## src/rtl/program_memory_loader.sv

```systemverilog
// rtl/program_memory_loader.sv - byte-serial program image loader with word-fetch port
//
// Purpose: receives a byte stream, packs it big-endian into words and writes
// them into an instruction memory. Supports registered instruction fetch by
// byte address while idle.
//
// Ports:
//   clk, reset            rising-edge clock, synchronous active-high reset
//   Address, Fetch        fetch byte address and request
//   Instruction           registered fetched word (0 on address error)
//   InstrValid            1-cycle pulse per accepted fetch
//   AddrError             fetched address misaligned or out of range
//   LoadStart, LoadEnd    begin / terminate an image load
//   LoadByte, LoadByteValid  image byte and qualifier
//   LoadReady             loader accepts a byte this cycle
//   LoadDone              1-cycle pulse when a load finishes
//   WordCount             words written by the current/last load
module program_memory_loader #(
   parameter int                    MEMORY_DEPTH = 64,
   parameter int                    DATA_WIDTH   = 32,
   parameter logic [DATA_WIDTH-1:0] BASE_ADDRESS = 32'h0040_0000
) (
   input  logic                            clk,
   input  logic                            reset,
   input  logic [DATA_WIDTH-1:0]           Address,
   input  logic                            Fetch,
   output logic [DATA_WIDTH-1:0]           Instruction,
   output logic                            InstrValid,
   output logic                            AddrError,
   input  logic                            LoadStart,
   input  logic                            LoadEnd,
   input  logic [7:0]                      LoadByte,
   input  logic                            LoadByteValid,
   output logic                            LoadReady,
   output logic                            LoadDone,
   output logic [$clog2(MEMORY_DEPTH):0]   WordCount
);

   localparam int AW = $clog2(MEMORY_DEPTH);
   localparam int CW = AW + 1;

   typedef enum logic {IDLE, LOADING} state_t;

   state_t                  state;
   logic [1:0]              byte_count;
   logic [31:0]             assembly;
   logic [DATA_WIDTH-1:0]   mem [MEMORY_DEPTH];

   logic [DATA_WIDTH-1:0]   offset;
   logic [DATA_WIDTH-3:0]   index;
   logic [AW-1:0]           read_index;
   logic                    addr_bad;
   logic [31:0]             next_assembly;
   logic                    write_word;
   logic                    last_word;
   logic                    unused_bits;

   // Fetch address decode; wrap-around of the subtraction below the base is
   // caught by the explicit Address < BASE_ADDRESS term.
   assign offset     = Address - BASE_ADDRESS;
   assign index      = offset[DATA_WIDTH-1:2];
   assign read_index = index[AW-1:0];
   assign addr_bad   = (Address[1:0] != 2'b00) ||
                       (Address < BASE_ADDRESS) ||
                       (index >= (DATA_WIDTH-2)'(MEMORY_DEPTH));

   // Low offset bits only matter through Address[1:0]; the top assembly byte
   // is shifted out before it is ever consumed.
   assign unused_bits = ^{offset[1:0], assembly[31:24]};

   assign next_assembly = {assembly[23:0], LoadByte};
   assign write_word    = !reset && (state == LOADING) && LoadByteValid && (byte_count == 2'd3);
   assign last_word     = (WordCount == CW'(MEMORY_DEPTH - 1));
   assign LoadReady     = (state == LOADING);

   // Memory is deliberately outside the reset domain so an image survives reset.
   always_ff @(posedge clk) begin
      if (write_word) begin
         mem[WordCount[AW-1:0]] <= DATA_WIDTH'(next_assembly);
      end
   end

   always_ff @(posedge clk) begin
      if (reset) begin
         state       <= IDLE;
         byte_count  <= 2'd0;
         assembly    <= 32'd0;
         WordCount   <= '0;
         Instruction <= '0;
         InstrValid  <= 1'b0;
         AddrError   <= 1'b0;
         LoadDone    <= 1'b0;
      end else begin
         InstrValid <= 1'b0;
         AddrError  <= 1'b0;
         LoadDone   <= 1'b0;
         case (state)
            IDLE: begin
               if (Fetch) begin
                  InstrValid  <= 1'b1;
                  AddrError   <= addr_bad;
                  Instruction <= addr_bad ? '0 : mem[read_index];
               end
               if (LoadStart) begin
                  state      <= LOADING;
                  WordCount  <= '0;
                  byte_count <= 2'd0;
                  assembly   <= 32'd0;
               end
            end
            LOADING: begin
               if (LoadByteValid) begin
                  assembly   <= next_assembly;
                  byte_count <= byte_count + 2'd1;
               end
               if (write_word) begin
                  WordCount <= WordCount + CW'(1);
               end
               // Completing the last word ends the load so the pointer never wraps.
               if (LoadEnd || (write_word && last_word)) begin
                  state      <= IDLE;
                  LoadDone   <= 1'b1;
                  byte_count <= 2'd0;
                  assembly   <= 32'd0;
               end
            end
            default: state <= IDLE;
         endcase
      end
   end

endmodule

```

## config.mk

```make
export PLATFORM = sky130hd
export DESIGN_NAME = program_memory_loader
export DESIGN_NICKNAME = d
export VERILOG_FILES = /design/src/rtl/program_memory_loader.sv
export SDC_FILE = /design/constraint.sdc
export NUM_CORES = 2
export LEC_CHECK = 0
export CORE_MARGIN = 2
export CORE_UTILIZATION = 45
export CTS_CLUSTER_SIZE = 8
export DETAILED_ROUTE_END_ITERATION = 8
export GPL_TIMING_DRIVEN = 0
export PLACE_DENSITY = 0.61
export SLEW_MARGIN = 20
export SYNTH_ARGS = -nofsm -noshare
export SYNTH_HDL_FRONTEND = slang
export SYNTH_SLANG_ARGS = --single-unit
```

## constraint.sdc

```tcl
create_clock -name clk -period 5.9 [get_ports clk]
set_input_delay 0.59 -clock clk [delete_from_list [all_inputs] [get_ports clk]]
set_output_delay 0.59 -clock clk [all_outputs]
set_load 0.005 [all_outputs]
```

==> results.yml <==
placed_design:
  place_congestion: 0.854
  dp_hpwl_um: 151000
  place_inst: 6714
  dp_slack_ps: 1380
  port_buffers: 83
clocking:
  cts_setup_buffers: 0
  numCtsBuffers: 314
  cts_root_buffer: "clkbuf_16"
  cts_tree: "yes"
  cts_hold_buf: 0
  clkTransAtPathRegs_ps: 50
  clk_latency_ps: 920
  cts-htree-levels: 5
  clk_path_buf_depth: 4
  ctsResizeCount: 0
  cts.sinks: 2117
die:
  rows: 156
  fp.dieArea_um2: 184000
  fp.dieH_um: 429
  core_area_um2: 180000
  pin_count: 89
  initial_core_util_pct: 45.2
  die_x_um: 429
final_layout:
  final_cell_mix: "2048 x edfxtp_1, 577 x mux2i_1, 322 x clkbuf_16"
  drive_gt1_share_pct: 20.8
  fin_nets: 4708
  area_growth_pct: 18.6
  final_cell_count_no_fill: 7102
  layout_commonest_cell: "edfxtp_1"
worst_setup_path:
  cp_cell_sequence: "clkdlybuf4s50_1, buf_4, nand2b_1, clkbuf_1, a211oi_1, o41ai_1, o21ai_0, o31ai_2"
  cp.arrival_ps: 4510
  cpPeakStageDelay_ps: 1060
  endpoint_kind: "register"
  critPathLaunchType: "primary input"
  crit_slowest_cell: "o41ai_1"
  worstSetupPathType: "primary input to register"
  cp_data_required_time_ps: 6720
  crit_path_max_fanout: 10
run:
  cap_violations: 0
routing:
  final_antenna_net_count: 0
  vias_per_cell: 6.04
  route.detailed.drc: 0
  drtPass1Iterations: 5
  vias: 42900
  routedWlPerCell_um: 31.9
  wl_um: 227000
  first_iter_violations: 5023
sta:
  period_share_pct: 62.4
  maxSlewViolCount: 0
  worstMarginPinSlew_ps: 1290
  setup_viol: 0
  rsz0062_at_grt: "false"
  period_needed_ps: 3680
  layout_setup_ws_ps: 2220
  setup_tns_ps: 0
  timing.fmax_mhz: 272
  finClkSkew_ps: 42.2
  finalHoldViolations: 0
  relSlewSlack_pct: 12.8
synthesis:
  synth_area_um2: 81400
  yosysWarnings: 0
  ys_ff_latch: 2117
  synth-async-reset-ratio_pct: 0
  yosysTopAreaCellShare_pct: 75.5
  yosysTopAreaCell: "edfxtp_1"
  yosysSeqAreaShare_pct: 77.2
  synth_ff_type: "edfxtp_1"
  ys_types: 56
  synth_edf_count: 2048
  synthTopCellsByArea: "edfxtp_1 76%, mux2i_1 7.1%, mux4_2 5.4%"
  synth.net_count: 4204
  avgSynthCellArea_um2: 19.6
  syn_inst: 4156
grt:
  grt_pass1_wl_um: 319000
  antenna_found_initial: 13
  gr-total-overflow: 0
  grt_pass1_vias: 42600
  grt_max_degree: 67
  track_usage_pct: 24.5
power_and_ir_drop:
  p_per_area_nw_per_um2: 342
  leakagePower_nw: 30.5
  ir_drop_v: 0.000270
  p_total_mw: 33.1
outcome:
  outcome: "completed"
hold_path:
  hold_path.class: "primary input to register"
==> per-layer routing <==
| metal | vias to the layer above | global-route usage (%) | wire [um] | share of wire [%] |
|---|---|---|---|---|
| li1 | 18100 | - | - | - |
| met1 | 22500 | 32.6 | 91000 | 40 |
| met2 | 1842 | 39.5 | 110000 | 48 |
| met3 | 432 | 4.50 | 16200 | 7.1 |
| met4 | 0 | 10.6 | 9810 | 4.3 |
| met5 | - | 0 | 0 | 0 |
==> stage by stage <==
step | hold WS [ps] | instance area (um2) | util, %
after floorplan | 444 | 81400 | -
after global placement | 447 | 85200 | 47.3
after detailed placement | 453 | 88300 | 48.9
after CTS | 74.3 | 96600 | 53.6
after global routing | 87.7 | 96600 | 53.6
final | 119 | 96600 | 53.6
==> final timing paths <==
path / from / to / slack [ps] / cells after the start
max: Address[3] / Instruction[15] / 2220 / 8
min: LoadByte[2] / mem[60][2] / 120 / 1
max reg2reg: LoadReady / mem[46][10] / 2220 / 6
min reg2reg: Instruction[27] / Instruction[27] / 460 / 2
==> Yosys cell counts (all sizes together), types with 4 or more instances <==
master	number
nor2	132
o31ai	38
nor4b	5
and4b	5
edfxtp	2048
nand2b	6
buf	161
mux2i	577
nand4	68
a22oi	281
nor4	11
dfxtp	69
o21ai	60
xor2	4
a211oi	62
o22ai	31
mux4	194
nor4bb	6
clkbuf	97
nand2	46
o41ai	25
nor2b	64
a221oi	32
o21a	32
mux2	62
==> state kept, by name, summed over array words and instances, names as in the netlist <==
signal       cells
LoadDone         1
mem           2048
AddrError        1
LoadReady        1
assembly        24
byte_count       2
WordCount        7
InstrValid       1
Instruction     32
==> where the power goes <==
| group | switching [mW] | leakage, nW | total (mW) | internal [mW] |
|---|---|---|---|---|
| clock | 5.98 | 4.05 | 15.6 | 9.64 |
| combinational | 0.728 | 8.41 | 1.07 | 0.347 |
| sequential | 0.0178 | 18.0 | 16.4 | 16.3 |
==> cell families after synthesis <==
| kind of cell | synth area share, % |
|---|---|
| AO/OA/AOI/OAI | 5.27 |
| XOR/XNOR | 0.0538 |
| adder cells (fa/ha/maj) | 0.0307 |
| buffers and inverters | 1.70 |
| flip-flops | 77.2 |
| multiplexers | 13.3 |
| AND/OR/NAND/NOR | 2.43 |
==> cell type report <==
cell class                      count  area, um2
Antenna cell                        6       15.0
Buffer                            258       1380
Clock buffer                      378       8270
Clock inverter                      4       38.8
Fill cell                       13900      83700
Inverter                            2       7.51
Multi-Input combinational cell   1779      17700
Sequential cell                  2117      63000
Tap cell                         2370       2970
Timing Repair Buffer              188       3290
==> critical path: cells and delay by family <==
family,cells,cell delay (ps)
buf+inv,3,1440
compound gates,4,2100
simple gates,1,370
Note: power is estimated with default switching activity, not from simulation.
